[src/rtl/frv_common.sv]
// Shared FRV definitions: interrupt cause codes and the interrupt-controller
// request FSM encoding.
package frv_common;

  localparam logic [5:0] TRAP_INT_NONE = 6'd0;
  localparam logic [5:0] TRAP_INT_MSI  = 6'd3;
  localparam logic [5:0] TRAP_INT_MTI  = 6'd7;
  localparam logic [5:0] TRAP_INT_MEI  = 6'd11;

  typedef enum logic [0:0] {
    INT_ST_IDLE = 1'b0,
    INT_ST_REQ  = 1'b1
  } int_state_e;

endpackage

[src/rtl/frv_interrupt_ctrl_if.sv]
// Signal bundle between the CSR/WB side (master) and the interrupt
// controller (slave).
interface frv_interrupt_ctrl_if #(
  parameter int NUM_EXT = 8,
  parameter int PRIO_W  = 3,
  parameter int IDX_W   = (NUM_EXT > 1) ? $clog2(NUM_EXT) : 1
);

  logic               mstatus_mie;
  logic               mie_meie;
  logic               mie_mtie;
  logic               mie_msie;
  logic               ti_pending;
  logic               sw_pending;
  logic [NUM_EXT-1:0] ext_irq;
  logic               cfg_we;
  logic [IDX_W-1:0]   cfg_idx;
  logic               cfg_en;
  logic               cfg_edge;
  logic [PRIO_W-1:0]  cfg_prio;
  logic               thr_we;
  logic [PRIO_W-1:0]  thr_wdata;
  logic               mip_meip;
  logic               mip_mtip;
  logic               mip_msip;
  logic [NUM_EXT-1:0] ext_pending;
  logic               int_trap_req;
  logic [5:0]         int_trap_cause;
  logic [IDX_W-1:0]   int_trap_id;
  logic               int_trap_ack;

  modport master (
    output mstatus_mie, mie_meie, mie_mtie, mie_msie,
    output ti_pending, sw_pending, ext_irq,
    output cfg_we, cfg_idx, cfg_en, cfg_edge, cfg_prio,
    output thr_we, thr_wdata, int_trap_ack,
    input  mip_meip, mip_mtip, mip_msip, ext_pending,
    input  int_trap_req, int_trap_cause, int_trap_id
  );

  modport slave (
    input  mstatus_mie, mie_meie, mie_mtie, mie_msie,
    input  ti_pending, sw_pending, ext_irq,
    input  cfg_we, cfg_idx, cfg_en, cfg_edge, cfg_prio,
    input  thr_we, thr_wdata, int_trap_ack,
    output mip_meip, mip_mtip, mip_msip, ext_pending,
    output int_trap_req, int_trap_cause, int_trap_id
  );

endinterface

[src/rtl/frv_int_prio_arb.sv]
// Combinational N-way arbiter: picks the valid input with the highest
// priority, lowest index on ties.
module frv_int_prio_arb #(
  parameter int N      = 8,
  parameter int PRIO_W = 3,
  parameter int IDX_W  = (N > 1) ? $clog2(N) : 1
) (
  input  logic [N-1:0]        i_valid,
  input  logic [N*PRIO_W-1:0] i_prio,
  output logic                o_any,
  output logic [IDX_W-1:0]    o_idx,
  output logic [PRIO_W-1:0]   o_prio
);

  logic [PRIO_W-1:0] w_cand;
  logic              w_take;

  // strict '>' keeps the earlier (lower) index when priorities tie
  always_comb begin
    o_any  = 1'b0;
    o_idx  = '0;
    o_prio = '0;
    w_cand = '0;
    w_take = 1'b0;
    for (int i = 0; i < N; i++) begin
      w_cand = i_prio[i*PRIO_W +: PRIO_W];
      w_take = i_valid[i] && (w_cand > o_prio);
      o_any  = o_any || w_take;
      o_idx  = w_take ? IDX_W'(i) : o_idx;
      o_prio = w_take ? w_cand : o_prio;
    end
  end

endmodule

[src/rtl/frv_interrupt_ctrl.sv]
// FRV machine-mode interrupt controller: per-line pending/config, threshold,
// external arbitration and a registered trap request handshake towards WB.
module frv_interrupt_ctrl
  import frv_common::*;
#(
  parameter int  NUM_EXT = 8,
  parameter int  PRIO_W  = 3,
  localparam int IDX_W   = (NUM_EXT > 1) ? $clog2(NUM_EXT) : 1
) (
  input logic                 g_clk,
  input logic                 g_reset,
  frv_interrupt_ctrl_if.slave io_bus
);

  logic [NUM_EXT-1:0]        w_pend;
  logic [NUM_EXT-1:0]        w_elig;
  logic [NUM_EXT*PRIO_W-1:0] w_prio_flat;

  logic [PRIO_W-1:0] r_thr;
  logic              r_mtip;
  logic              r_msip;

  int_state_e        r_state;
  int_state_e        w_state_nxt;
  logic              r_req;
  logic              w_req_nxt;
  logic [5:0]        r_cause;
  logic [5:0]        w_cause_nxt;
  logic [IDX_W-1:0]  r_id;
  logic [IDX_W-1:0]  w_id_nxt;

  logic              w_arb_any;
  logic [IDX_W-1:0]  w_arb_idx;
  logic [PRIO_W-1:0] w_arb_prio;

  logic w_meip;
  logic w_mei_raise;
  logic w_mti_raise;
  logic w_msi_raise;
  logic w_src_live;
  logic w_claim;

  assign w_claim = (r_state == INT_ST_REQ) && io_bus.int_trap_ack &&
                   (r_cause == TRAP_INT_MEI);

  for (genvar g = 0; g < NUM_EXT; g++) begin : g_line
    logic              r_pend;
    logic              r_hist;
    logic              r_en;
    logic              r_edge;
    logic [PRIO_W-1:0] r_prio;
    logic              w_cfg_hit;
    logic              w_rise;
    logic              w_ack_clr;

    assign w_cfg_hit = io_bus.cfg_we && (io_bus.cfg_idx == IDX_W'(g));
    assign w_rise    = io_bus.ext_irq[g] && !r_hist;
    assign w_ack_clr = w_claim && (r_id == IDX_W'(g));

    // a fresh edge outranks the ack clear so an edge in the ack cycle is kept
    always_ff @(posedge g_clk or posedge g_reset) begin
      if (g_reset) begin
        r_pend <= 1'b0;
        r_hist <= 1'b0;
        r_en   <= 1'b0;
        r_edge <= 1'b0;
        r_prio <= '0;
      end else if (w_cfg_hit) begin
        r_pend <= 1'b0;
        r_hist <= 1'b0;
        r_en   <= io_bus.cfg_en;
        r_edge <= io_bus.cfg_edge;
        r_prio <= io_bus.cfg_prio;
      end else begin
        r_hist <= io_bus.ext_irq[g];
        if (r_edge) begin
          r_pend <= w_rise || (r_pend && !w_ack_clr);
        end else begin
          r_pend <= io_bus.ext_irq[g];
        end
      end
    end

    assign w_pend[g]                      = r_pend;
    assign w_elig[g]                      = r_pend && r_en && (r_prio > r_thr);
    assign w_prio_flat[g*PRIO_W +: PRIO_W] = r_prio;
  end

  frv_int_prio_arb #(
    .N      (NUM_EXT),
    .PRIO_W (PRIO_W),
    .IDX_W  (IDX_W)
  ) u_arb (
    .i_valid (w_elig),
    .i_prio  (w_prio_flat),
    .o_any   (w_arb_any),
    .o_idx   (w_arb_idx),
    .o_prio  (w_arb_prio)
  );

  // priority 0 can never interrupt, whatever the threshold
  assign w_meip      = w_arb_any && (w_arb_prio != '0);
  assign w_mei_raise = io_bus.mstatus_mie && io_bus.mie_meie && w_meip;
  assign w_mti_raise = io_bus.mstatus_mie && io_bus.mie_mtie && r_mtip;
  assign w_msi_raise = io_bus.mstatus_mie && io_bus.mie_msie && r_msip;

  // is the source captured in REQ still asking for the trap
  always_comb begin
    w_src_live = 1'b0;
    case (r_cause)
      TRAP_INT_MEI: w_src_live = io_bus.mstatus_mie && io_bus.mie_meie && w_elig[r_id];
      TRAP_INT_MTI: w_src_live = w_mti_raise;
      TRAP_INT_MSI: w_src_live = w_msi_raise;
      default:      w_src_live = 1'b0;
    endcase
  end

  // request FSM next-state; cause/ID are frozen while in REQ
  always_comb begin
    w_state_nxt = r_state;
    w_req_nxt   = r_req;
    w_cause_nxt = r_cause;
    w_id_nxt    = r_id;
    case (r_state)
      INT_ST_IDLE: begin
        if (w_mei_raise) begin
          w_state_nxt = INT_ST_REQ;
          w_req_nxt   = 1'b1;
          w_cause_nxt = TRAP_INT_MEI;
          w_id_nxt    = w_arb_idx;
        end else if (w_mti_raise) begin
          w_state_nxt = INT_ST_REQ;
          w_req_nxt   = 1'b1;
          w_cause_nxt = TRAP_INT_MTI;
          w_id_nxt    = '0;
        end else if (w_msi_raise) begin
          w_state_nxt = INT_ST_REQ;
          w_req_nxt   = 1'b1;
          w_cause_nxt = TRAP_INT_MSI;
          w_id_nxt    = '0;
        end else begin
          w_state_nxt = INT_ST_IDLE;
          w_req_nxt   = 1'b0;
        end
      end
      INT_ST_REQ: begin
        if (io_bus.int_trap_ack || !w_src_live) begin
          w_state_nxt = INT_ST_IDLE;
          w_req_nxt   = 1'b0;
          w_cause_nxt = TRAP_INT_NONE;
          w_id_nxt    = '0;
        end else begin
          w_state_nxt = INT_ST_REQ;
          w_req_nxt   = 1'b1;
        end
      end
      default: begin
        w_state_nxt = INT_ST_IDLE;
        w_req_nxt   = 1'b0;
        w_cause_nxt = TRAP_INT_NONE;
        w_id_nxt    = '0;
      end
    endcase
  end

  // FSM state and registered trap outputs
  always_ff @(posedge g_clk or posedge g_reset) begin
    if (g_reset) begin
      r_state <= INT_ST_IDLE;
      r_req   <= 1'b0;
      r_cause <= TRAP_INT_NONE;
      r_id    <= '0;
    end else begin
      r_state <= w_state_nxt;
      r_req   <= w_req_nxt;
      r_cause <= w_cause_nxt;
      r_id    <= w_id_nxt;
    end
  end

  // threshold register and timer/software pending capture
  always_ff @(posedge g_clk or posedge g_reset) begin
    if (g_reset) begin
      r_thr  <= '0;
      r_mtip <= 1'b0;
      r_msip <= 1'b0;
    end else begin
      if (io_bus.thr_we) begin
        r_thr <= io_bus.thr_wdata;
      end else begin
        r_thr <= r_thr;
      end
      r_mtip <= io_bus.ti_pending;
      r_msip <= io_bus.sw_pending;
    end
  end

  assign io_bus.mip_meip       = w_meip;
  assign io_bus.mip_mtip       = r_mtip;
  assign io_bus.mip_msip       = r_msip;
  assign io_bus.ext_pending    = w_pend;
  assign io_bus.int_trap_req   = r_req;
  assign io_bus.int_trap_cause = r_cause;
  assign io_bus.int_trap_id    = r_id;

endmodule

[src/flat_wrapper.sv]
// flat-port wrapper written by rule: the top's interface ports become plain ports
module frv_interrupt_ctrl_flat import frv_common::*;
#(
  parameter int  NUM_EXT = 8,
  parameter int  PRIO_W  = 3,
  localparam int IDX_W   = (NUM_EXT > 1) ? $clog2(NUM_EXT) : 1
)
  (g_clk, g_reset, io_bus_mstatus_mie, io_bus_mie_meie, io_bus_mie_mtie, io_bus_mie_msie, io_bus_ti_pending, io_bus_sw_pending, io_bus_ext_irq, io_bus_cfg_we, io_bus_cfg_idx, io_bus_cfg_en, io_bus_cfg_edge, io_bus_cfg_prio, io_bus_thr_we, io_bus_thr_wdata, io_bus_int_trap_ack, io_bus_mip_meip, io_bus_mip_mtip, io_bus_mip_msip, io_bus_ext_pending, io_bus_int_trap_req, io_bus_int_trap_cause, io_bus_int_trap_id);
  frv_interrupt_ctrl_if #(.NUM_EXT(NUM_EXT), .PRIO_W(PRIO_W)) io_bus_i ();
  input logic g_clk;
  input logic g_reset;
  input wire logic [$bits(io_bus_i.mstatus_mie)-1:0] io_bus_mstatus_mie;
  input wire logic [$bits(io_bus_i.mie_meie)-1:0] io_bus_mie_meie;
  input wire logic [$bits(io_bus_i.mie_mtie)-1:0] io_bus_mie_mtie;
  input wire logic [$bits(io_bus_i.mie_msie)-1:0] io_bus_mie_msie;
  input wire logic [$bits(io_bus_i.ti_pending)-1:0] io_bus_ti_pending;
  input wire logic [$bits(io_bus_i.sw_pending)-1:0] io_bus_sw_pending;
  input wire logic [$bits(io_bus_i.ext_irq)-1:0] io_bus_ext_irq;
  input wire logic [$bits(io_bus_i.cfg_we)-1:0] io_bus_cfg_we;
  input wire logic [$bits(io_bus_i.cfg_idx)-1:0] io_bus_cfg_idx;
  input wire logic [$bits(io_bus_i.cfg_en)-1:0] io_bus_cfg_en;
  input wire logic [$bits(io_bus_i.cfg_edge)-1:0] io_bus_cfg_edge;
  input wire logic [$bits(io_bus_i.cfg_prio)-1:0] io_bus_cfg_prio;
  input wire logic [$bits(io_bus_i.thr_we)-1:0] io_bus_thr_we;
  input wire logic [$bits(io_bus_i.thr_wdata)-1:0] io_bus_thr_wdata;
  input wire logic [$bits(io_bus_i.int_trap_ack)-1:0] io_bus_int_trap_ack;
  output wire logic [$bits(io_bus_i.mip_meip)-1:0] io_bus_mip_meip;
  output wire logic [$bits(io_bus_i.mip_mtip)-1:0] io_bus_mip_mtip;
  output wire logic [$bits(io_bus_i.mip_msip)-1:0] io_bus_mip_msip;
  output wire logic [$bits(io_bus_i.ext_pending)-1:0] io_bus_ext_pending;
  output wire logic [$bits(io_bus_i.int_trap_req)-1:0] io_bus_int_trap_req;
  output wire logic [$bits(io_bus_i.int_trap_cause)-1:0] io_bus_int_trap_cause;
  output wire logic [$bits(io_bus_i.int_trap_id)-1:0] io_bus_int_trap_id;
  assign io_bus_i.mstatus_mie = io_bus_mstatus_mie;
  assign io_bus_i.mie_meie = io_bus_mie_meie;
  assign io_bus_i.mie_mtie = io_bus_mie_mtie;
  assign io_bus_i.mie_msie = io_bus_mie_msie;
  assign io_bus_i.ti_pending = io_bus_ti_pending;
  assign io_bus_i.sw_pending = io_bus_sw_pending;
  assign io_bus_i.ext_irq = io_bus_ext_irq;
  assign io_bus_i.cfg_we = io_bus_cfg_we;
  assign io_bus_i.cfg_idx = io_bus_cfg_idx;
  assign io_bus_i.cfg_en = io_bus_cfg_en;
  assign io_bus_i.cfg_edge = io_bus_cfg_edge;
  assign io_bus_i.cfg_prio = io_bus_cfg_prio;
  assign io_bus_i.thr_we = io_bus_thr_we;
  assign io_bus_i.thr_wdata = io_bus_thr_wdata;
  assign io_bus_i.int_trap_ack = io_bus_int_trap_ack;
  assign io_bus_mip_meip = io_bus_i.mip_meip;
  assign io_bus_mip_mtip = io_bus_i.mip_mtip;
  assign io_bus_mip_msip = io_bus_i.mip_msip;
  assign io_bus_ext_pending = io_bus_i.ext_pending;
  assign io_bus_int_trap_req = io_bus_i.int_trap_req;
  assign io_bus_int_trap_cause = io_bus_i.int_trap_cause;
  assign io_bus_int_trap_id = io_bus_i.int_trap_id;
  frv_interrupt_ctrl #(.NUM_EXT(NUM_EXT), .PRIO_W(PRIO_W)) u_core (.g_clk(g_clk), .g_reset(g_reset), .io_bus(io_bus_i));
endmodule
[config.mk]
export PLATFORM = sky130hd
export DESIGN_NAME = frv_interrupt_ctrl_flat
export DESIGN_NICKNAME = d
export VERILOG_FILES = /design/src/rtl/frv_common.sv /design/src/rtl/frv_interrupt_ctrl_if.sv /design/src/rtl/frv_int_prio_arb.sv /design/src/rtl/frv_interrupt_ctrl.sv /design/src/flat_wrapper.sv
export SDC_FILE = /design/constraint.sdc
export NUM_CORES = 1
export LEC_CHECK = 0
export CAP_MARGIN = 0
export CORE_MARGIN = 10
export CORE_UTILIZATION = 55
export CTS_BUF_LIST = sky130_fd_sc_hd__clkbuf_4
export CTS_CLUSTER_SIZE = 20
export DETAILED_ROUTE_END_ITERATION = 7
export GPL_TIMING_DRIVEN = 1
export PLACE_DENSITY = 0.75
export SKIP_CTS_REPAIR_TIMING = 1
export SLEW_MARGIN = 10
export SYNTH_ARGS = -nofsm -noshare
export SYNTH_HDL_FRONTEND = slang
export SYNTH_HIERARCHICAL = 1
export SYNTH_SLANG_ARGS = --single-unit
[constraint.sdc]
create_clock -name g_clk -period 12.9 [get_ports g_clk]
set_input_delay 1.29 -clock g_clk [delete_from_list [all_inputs] [get_ports g_clk]]
set_output_delay 1.29 -clock g_clk [all_outputs]
set_load 0.005 [all_outputs]
# Word level (Yosys, flattened, before mapping)
# Cells that the tools add are included.
# totals
mem_count	0
wordCells	243
mem_bits_ro	0
ram_bits	0
register_bits	71
latch_bits	0
# op_classes
n_reduce_logical	103
n_eq_ne	19
n_bitwise	1
add_sub_neg	0
n_shift	0
muxes	57
order_cmp	17
multipliers	0
div	0
# ops
cell	n
$logic_and 1x1->1	66
$mux 3	16
$gt 3x3->1	15
$mux 1	30
$eq 3x3->1 const B	8
$mux 6	4
$logic_not 1->1	17
$logic_or 1x1->1	16
$eq 3x2->1 const B	4
$pmux 6 s2	1
$eq 3x1->1 const B	2
$eq 6x2->1 const B	1
$eq 6x3->1 const B	1
$eq 6x4->1 const B	1
$logic_not 3->1	2
$pmux 3 s2	1
$lt 3x4->1 const B	1
$mux 2	2
$ne 4x1->1 const B	1
$bmux 1 s3	1
$gt 3x1->1 const B	1
$pmux 1 s3	1
$reduce_bool 3->1	1
$ne 2x2->1 const B	1
other kinds (3)	3

# Logic depth before layout (Yosys ltp)
# Gate-level depths: netlist of run 1.
# logic_depth
word_depth	30
depth_mapped	66

# Hierarchy
# The synthesis of run 1 kept the hierarchy.
# by_module_without_submodules
module	seq_area_each_um2	cells_each	n_inst	area_each_um2
frv_interrupt_ctrl	1701.6	334	1	3558.4
frv_int_prio_arb	0.0	170	1	1208.7

# Worst setup path before layout of run 1
# OpenSTA, ideal clock, no wires.
# synth_path
path_kind	reg-to-output
startpoint	reg u_core.r_thr[1]
endpoint	out io_bus_mip_meip
path_stages_with_launch	59
setup_slack_ns	1.066
t_required_ns	11.610
t_arrival_ns	10.544
path_cell_list	dfrtp_1 > inv_1 > ha_1 > nor2b_1 > o311a_1 > and2_1 > buf_2 > nand2_1 > ha_1 > and2b_1 > o2111a_2 > buf_6 > nand2_1 > a21boi_0 > inv_1 > ha_1 > nor2_1 > o211a_1 > [... 23 more ...] > a22oi_2 > o22ai_1 > ha_1 > a21oi_1 > a21oi_1 > maj3_1 > nand2_1 > o221ai_2 > and2_1 > ha_1 > nor2b_1 > o21ai_0 > nand2b_1 > nand3_1 > and2_1 > a31oi_1 > or3_1 > and2_1
# synth_via
elab_chain_len	27
# synth_rtl
element	line	text
from (decl)	frv_interrupt_ctrl.sv:19	logic [PRIO_W-1:0] r_thr;
from (signal assigned)	frv_interrupt_ctrl.sv:189	r_thr <= io_bus.thr_wdata;
from (signal assigned)	frv_interrupt_ctrl.sv:191	r_thr <= r_thr;
$gt 3x3->1 (*)	frv_interrupt_ctrl.sv:85	assign w_elig[g] = r_pend && r_en && (r_prio > r_thr);
$logic_and 1x1->1 (*)	frv_interrupt_ctrl.sv:85	
via u_core.w_elig[0]	frv_interrupt_ctrl.sv:16	logic [NUM_EXT-1:0] w_elig;
$logic_and 1x1->1 (*)	frv_int_prio_arb.sv:27	w_take = i_valid[i] && (w_cand > o_prio);
$mux 3 (*)	frv_int_prio_arb.sv:30	o_prio = w_take ? w_cand : o_prio;
$gt 3x3->1	frv_int_prio_arb.sv:27	
$logic_and 1x1->1	frv_int_prio_arb.sv:27	
$mux 3 (*)	frv_int_prio_arb.sv:30	
[... 13 more ...]	-	
$logic_and 1x1->1	frv_int_prio_arb.sv:27	
$mux 3 (*)	frv_int_prio_arb.sv:30	
$gt 3x3->1	frv_int_prio_arb.sv:27	
$logic_and 1x1->1	frv_int_prio_arb.sv:27	
$mux 3 (*)	frv_int_prio_arb.sv:30	
via u_core.w_arb_prio[0]	frv_interrupt_ctrl.sv:34	logic [PRIO_W-1:0] w_arb_prio;
$reduce_bool 3->1 (*)	frv_interrupt_ctrl.sv:102	assign w_meip = w_arb_any && (w_arb_prio != '0);
$logic_and 1x1->1 (*)	frv_interrupt_ctrl.sv:102	
to (decl)	flat_wrapper.sv:27	output wire logic [$bits(io_bus_i.mip_meip)-1:0] io_bus_mip_meip;
# The timed path passes the listed nets; every way through them passes the cells marked *.

# Final worst setup path of run 1
# layout_path
startpoint	reg u_core.g_line[0].r_prio[1]
endpoint	out io_bus_mip_meip
# layout_via
elab_chain_len	27
# layout_rtl
element	line	text
from (decl)	frv_interrupt_ctrl.sv:51	logic [PRIO_W-1:0] r_prio;
from (signal assigned)	frv_interrupt_ctrl.sv:73	r_prio <= io_bus.cfg_prio;
$gt 3x3->1 (*)	frv_interrupt_ctrl.sv:85	
$logic_and 1x1->1 (*)	frv_interrupt_ctrl.sv:85	
via u_core.w_elig[0]	frv_interrupt_ctrl.sv:16	
$logic_and 1x1->1 (*)	frv_int_prio_arb.sv:27	
$mux 3 (*)	frv_int_prio_arb.sv:30	
$gt 3x3->1	frv_int_prio_arb.sv:27	
$logic_and 1x1->1	frv_int_prio_arb.sv:27	
$mux 3 (*)	frv_int_prio_arb.sv:30	
[... 13 more ...]	-	
$logic_and 1x1->1	frv_int_prio_arb.sv:27	
$mux 3 (*)	frv_int_prio_arb.sv:30	
$gt 3x3->1	frv_int_prio_arb.sv:27	
$logic_and 1x1->1	frv_int_prio_arb.sv:27	
$mux 3 (*)	frv_int_prio_arb.sv:30	
via u_core.w_arb_prio[0]	frv_interrupt_ctrl.sv:34	
$reduce_bool 3->1 (*)	frv_interrupt_ctrl.sv:102	
$logic_and 1x1->1 (*)	frv_interrupt_ctrl.sv:102	
# Marked as above.

==> flow_metrics.env, run 1 <==
export IMPL_power_uw=822
export IMPL_grt_pass1_wl_um=20000
export IMPL_synth_edf_count=0
export IMPL_path_max_fanout=8
export IMPL_layout_commonest_cell="dfrtp_1"
export IMPL_grt_pass1_vias=3941
export IMPL_io_buffers=48
export IMPL_worst_pin_slew_ns=1.18
export IMPL_synth_warnings=6
export IMPL_crit_slowest_cell="clkdlybuf4s50_1"
export IMPL_syn_area_um2=4770
export IMPL_viasPerCell=6.12
export IMPL_area_growth_pct=17.8
export IMPL_ys_flop_type="dfrtp_1"
export IMPL_drv_cap=0
export IMPL_ff2ff_setup_slack_ns=1.75
export IMPL_h_tree_depth=3
export IMPL_overflow=0
export IMPL_cts_buffer_depth=2
export IMPL_hp_start="u_core/g_line[3].r_en$_DFFE_PP0P_"
export IMPL_clock_sinks=68
export IMPL_arrival_ns=10.96
export IMPL_ant_nets=0
export IMPL_start_util_pct=57.2
export IMPL_startpoint_type="flop"
export IMPL_endpoint_kind="primary output"
export IMPL_reg2regPathDepth=60
export IMPL_whs_endpoint="u_core/g_line[3].r_en$_DFFE_PP0P_"
export IMPL_hold_ws_ns=0.502
export IMPL_wl_per_cell_um=18.3
export IMPL_die_area_um2=12800
export IMPL_wl_met1_um=5740
export IMPL_tns_ns=0
export IMPL_worst_ep_required_time_ns=11.61
export IMPL_drc=0
export IMPL_rows=33
export IMPL_cts_buffers=9
export IMPL_finalCritPeriodShare_pct=95.0
export IMPL_hold_depth=2
export IMPL_clock_latency_ns=0.41
export IMPL_highest_layer="met4"
export IMPL_grt_max_degree=69
export IMPL_yosysUniqueCellTypes=77
export IMPL_die_x_um=113
export IMPL_skew_ns=0.0110
export IMPL_fill_cells=703
export IMPL_cpPeakStageDelay_ns=0.45
export IMPL_setup_slack_ns=0.651
export IMPL_synthCells=504
export IMPL_ys_async_sr_fraction_pct=100
export IMPL_seq_area_frac_synth_pct=35.7
export IMPL_drv_slew=0
export IMPL_cpMostUsedCell="ha_1"
export IMPL_final_setup_viol_count=0
export IMPL_clkTransAtPathRegs_ns=0.12
export IMPL_period_needed_ns=12.25
export IMPL_timing_fmax_mhz=81.6
export IMPL_wl_met2_um=5800
export IMPL_status="complete, no violations"
export IMPL_root_buffer="clkbuf_4"
export IMPL_vdd_drop_max_v=0.0000861
export IMPL_dr_first_iter_drc_count=290
export IMPL_ys_ff_latch=68
export IMPL_grt_usage_pct=18.9
export IMPL_met3_wirelength_um=657
export IMPL_p_leak_nw=2.51
export IMPL_antenna_found_initial=0
export IMPL_path_class="flop to primary output"
export IMPL_core_area_um2=8340
export IMPL_dpl_hpwl_um=9380
export IMPL_dr_pass1_iters=5
export IMPL_vias=4143
export IMPL_r2r_end="u_core/io_bus.int_trap_id[0]$_DFFE_PP0P_"
export IMPL_io_pins=51
export IMPL_antenna_cells=0
export IMPL_cts_tree="done"
export IMPL_final_cell_mix="dfrtp_1, nand2_1, clkdlybuf4s50_1"
export IMPL_wirelength_um=12400
export IMPL_finalHoldViolCount=0
export IMPL_avgSynthCellArea_um2=9.46
export IMPL_finalWeightedCongestion=0.929
export IMPL_nets=633
export IMPL_max_slew_margin_rel_pct=21.0
export IMPL_drive_gt1_share_pct=18.7
export IMPL_die_h_um=113
export IMPL_timing_rr_start="u_core/g_line[0].r_prio[1]$_DFFE_PP0P_"
export IMPL_min_path_type="flop to flop"
export IMPL_powerDensity_nw_per_um2=146
export IMPL_place_ws_ns=0.158
[critical path, delay by kind of cell, from the launching register on]
family,cells,cell delay [ns]
adders and majority gates,9,2.48
and+or+nand+nor,22,3.32
AOI/OAI and AO/OA,22,3.71
buffers and inverters,3,0.56
DFF,1,0.43
[worst max path at each step]
stage | start | endpoint | depth (start not counted)
6_report | u_core/g_line[0].r_prio[1]$_DFFE_PP0P_ | io_bus_mip_meip | 56
5_1_grt | u_core/g_line[0].r_prio[1]$_DFFE_PP0P_ | io_bus_mip_meip | 59
4_1_cts | u_core/g_line[0].r_prio[1]$_DFFE_PP0P_ | io_bus_mip_meip | 54
3_5_place_dp | u_core/g_line[0].r_prio[1]$_DFFE_PP0P_ | io_bus_mip_meip | 56
3_3_place_gp | u_core/g_line[0].r_prio[1]$_DFFE_PP0P_ | io_bus_mip_meip | 56
2_1_floorplan | u_core/r_thr[1]$_DFFE_PP0P_ | io_bus_mip_meip | 58
[synth_stat cells (10+ instances only)]
| master | count | area, um2 |
|---|---|---|
| o21ai_0 | 16 | 80.1 |
| buf_4 | 12 | 90.1 |
| and2_1 | 12 | 75.1 |
| mux2_2 | 32 | 360 |
| nor2_1 | 31 | 116 |
| nand3_1 | 14 | 70.1 |
| dfrtp_1 | 68 | 1700 |
| nor2b_1 | 18 | 113 |
| ha_1 | 36 | 450 |
| nor3_1 | 12 | 60.1 |
| a21oi_1 | 15 | 75.1 |
| and3_1 | 10 | 62.6 |
| inv_1 | 34 | 128 |
| nand2_1 | 66 | 248 |
[cell families after synthesis]
logic type	after synthesis	share of synthesized area [%]
adders and majority gates	37	9.66
other	1	0.0787
DFF	68	35.7
AOI/OAI and AO/OA	109	19.0
buffers and inverters	51	5.14
muxes	40	9.34
and+or+nand+nor	198	21.1
[power by group]
part / switching, mW / total, mW / internal (mW)
clock network: 0.0771 / 0.138 / 0.0607
logic: 0.193 / 0.379 / 0.187
registers: 0.0516 / 0.305 / 0.253
[registers in the layout (all words and copies together) (netlist names)]
signal,count
u_core/g_line.r_prio,24
u_core/g_line.r_edge,8
u_core/r_thr,3
u_core/g_line.r_en,8
u_core/io_bus.mip_mtip,1
u_core/g_line.r_hist,8
u_core/g_line.r_pend,8
u_core/io_bus.int_trap_req,1
u_core/io_bus.mip_msip,1
u_core/io_bus.int_trap_cause,3
u_core/io_bus.int_trap_id,3
[stage by stage]
step | std cells | utilization [%] | area (um2)
finish | 677 | 67.3 | 5620
global route | 677 | 67.3 | 5620
CTS | 665 | 65.5 | 5460
detailed placement | 649 | 63.8 | 5320
global placement | 649 | 63.8 | 5320
floorplan | 505 | - | 4770
[layer usage]
metal / up-vias / track usage [%]
met5: - / 0
met4: 0 / 5.58
met3: 19 / 4.07
met2: 140 / 29.5
met1: 2007 / 25.6
li1: 1977 / -
[cell type report]
cell class                 count  area (um2)  area share, %
timing repair buffer          67         623           11.1
sequential                    68        1700           30.3
inverter                      35         131           2.34
clock inverter                 6        65.1           1.16
tap                          105         131           2.34
clock buffer                  10        75.1           1.34
multi-input combinational    386        2890           51.4
(Power assumes the default switching activity.)
==> run 2, diff against run 1 <==
--- a/config.mk
+++ b/config.mk
@@ -5,7 +5,7 @@
 export SDC_FILE = /design/constraint.sdc
 export NUM_CORES = 1
 export LEC_CHECK = 0
-export CAP_MARGIN = 0
+export CAP_MARGIN = 20
 export CORE_MARGIN = 10
 export CORE_UTILIZATION = 55
 export CTS_BUF_LIST = sky130_fd_sc_hd__clkbuf_4
==> run 2 against run 1 <==
Critical path depth decreased by 2. Worst setup slack about the same. Via count increased by 0.43%. Design area increased by 0.18%. Wire length decreased by 0.11%. Clock-buffer cell count unchanged. Clock power barely moved. Total power about the same. Die area is the same. Critical path type unchanged.
==> flow_metrics.env, run 2 (same netlist as run 1, synthesis figures left out) <==
export IMPL_largest_reg_flops=24
export IMPL_power_uw=822
export IMPL_antenna_found_initial=0
export IMPL_timing_fmax_mhz=81.6
export IMPL_internal_power_uw=500
export IMPL_final_cell_mix="dfrtp_1, nand2_1, clkdlybuf4s50_1"
export IMPL_busiest_layer="met2"
export IMPL_p_switching_uw=321
export IMPL_worst_pin_slew_ns=0.971
export IMPL_p_seq_share_pct=37.0
export IMPL_ant_nets=0
export IMPL_drive_gt1_share_pct=19.0
export IMPL_clkTransAtPathRegs_ns=0.12
export IMPL_wirelength_um=12400
export IMPL_path_class="flop to primary output"
export IMPL_vdd_drop_max_v=0.0000856
export IMPL_status="complete, no violations"
export IMPL_finalWeightedCongestion=0.929
export IMPL_clock_sinks=68
export IMPL_multi_input_area_um2=2890
export IMPL_nets=635
export IMPL_period_needed_ns=12.25
export IMPL_root_buffer="clkbuf_4"
export IMPL_io_pins=51
export IMPL_p_sw_share_pct=39.1
export IMPL_cts_buffer_depth=2
export IMPL_antenna_cells=0
export IMPL_grt_usage_pct=18.9
export IMPL_area_growth_pct=18.0
export IMPL_max_slew_margin_rel_pct=34.7
export IMPL_startpoint_type="flop"
export IMPL_io_buffers=48
export IMPL_viasPerCell=6.13
export IMPL_dpl_hpwl_um=9380
export IMPL_cpMostUsedCell="ha_1"
export IMPL_min_path_type="flop to flop"
export IMPL_grt_pass1_vias=3941
export IMPL_die_area_um2=12800
export IMPL_die_h_um=113
export IMPL_overflow=0
export IMPL_combPwrFrac_pct=46.2
export IMPL_cp_num_buf_inv=3
export IMPL_finalHoldViolCount=0
export IMPL_path_max_fanout=8
export IMPL_use_met3_pct=4.07
export IMPL_dr_first_iter_drc_count=310
export IMPL_core_area_um2=8340
export IMPL_drv_slew=0
export IMPL_endpoint_kind="primary output"
export IMPL_tns_ns=0
export IMPL_start_util_pct=57.2
export IMPL_layout_commonest_cell="dfrtp_1"
export IMPL_drc=0
export IMPL_post_route_util_pct=67.5
export IMPL_wl_per_cell_um=18.2
export IMPL_grt_max_degree=69
export IMPL_drv_cap=0
export IMPL_dp_cells=649
export IMPL_rows=33
export IMPL_worst_ep_required_time_ns=11.61
export IMPL_met1_usage_pct=25.6
export IMPL_fill_cells=704
export IMPL_cts_tree="done"
export IMPL_vias=4161
export IMPL_cp_top_family="compound AO/OA/AOI/OAI gates"
export IMPL_cpPeakStageDelay_ns=0.45
export IMPL_stdcell_count=679
export IMPL_pwr_share_clk_pct=16.8
export IMPL_crit_slowest_cell="clkdlybuf4s50_1"
export IMPL_use_met2_pct=29.5
export IMPL_clock_latency_ns=0.41
export IMPL_powerDensity_nw_per_um2=146
export IMPL_arrival_ns=10.96
export IMPL_skew_ns=0.0114
export IMPL_register_area_um2=1700
export IMPL_cts_buffers=9
export IMPL_grt_pass1_wl_um=20000
export IMPL_die_x_um=113
export IMPL_finalCritPeriodShare_pct=95.0
export IMPL_final_setup_viol_count=0
export IMPL_dr_pass1_iters=5
export IMPL_regMostFlops="u_core/g_line.r_prio"
export IMPL_p_leak_nw=2.52
export IMPL_h_tree_depth=3
==> run 2: tightest hold or removal path: stages (launching register included) <==
cell	delay, ns
dfrtp_1	0.37
nand2_1	0.06
nand2_1	0.06
==> run 2: final timing paths <==
kind | startpoint | to | slack [ns] | cells after the start
worst max-delay path | u_core/g_line[0].r_prio[1]$_DFFE_PP0P_ | io_bus_mip_meip | 0.65 | 54
worst min-delay path | u_core/g_line[3].r_en$_DFFE_PP0P_ | u_core/g_line[3].r_en$_DFFE_PP0P_ | 0.51 | 2
worst max register to register | u_core/g_line[0].r_prio[1]$_DFFE_PP0P_ | u_core/io_bus.int_trap_id[0]$_DFFE_PP0P_ | 1.75 | 58
worst min register to register | u_core/g_line[3].r_en$_DFFE_PP0P_ | u_core/g_line[3].r_en$_DFFE_PP0P_ | 0.51 | 2
max in group asynchronous | g_reset | u_core/g_line[0].r_prio[2]$_DFFE_PP0P_ | 10.88 | 3
min in group asynchronous | g_reset | u_core/g_line[2].r_edge$_DFFE_PP0P_ | 1.42 | 3
==> run 2: power groups by stage <==
stage / sequential [mW] / clock [mW] / combinational, mW
2_1_floorplan: 0.289 / 0 / 0.252
3_3_place_gp: 0.305 / 0 / 0.333
3_5_place_dp: 0.307 / 0 / 0.346
4_1_cts: 0.302 / 0.140 / 0.347
5_1_grt: 0.311 / 0.151 / 0.423
6_report: 0.304 / 0.138 / 0.380
==> run 2: final cells by class <==
| cell class | count | area share [%] |
|---|---|---|
| multi-input cells | 386 | 51.3 |
| flip-flops and latches | 68 | 30.3 |
| repair buffers | 69 | 11.3 |
| inverters | 35 | 2.33 |
| well taps | 105 | 2.33 |
| clock buffers | 10 | 1.33 |
| clock inverters | 6 | 1.16 |
==> run 2: metal layers <==
metal	up-vias	share of wire, %
met5	-	0
met4	0	1.5
met3	17	5.9
met2	143	47
met1	2016	46
li1	1985	-
==> run 2: stage by stage <==
step / cell area (um2) / hold slack (ns) / setup WS [ns]
6_report: 5630 / 0.510 / 0.651
5_1_grt: 5630 / 0.540 / -0.0676
4_1_cts: 5460 / 0.501 / -0.322
3_5_place_dp: 5320 / 0.475 / 0.158
3_3_place_gp: 5320 / 0.465 / 0.533
2_1_floorplan: 4770 / 0.440 / 1.07
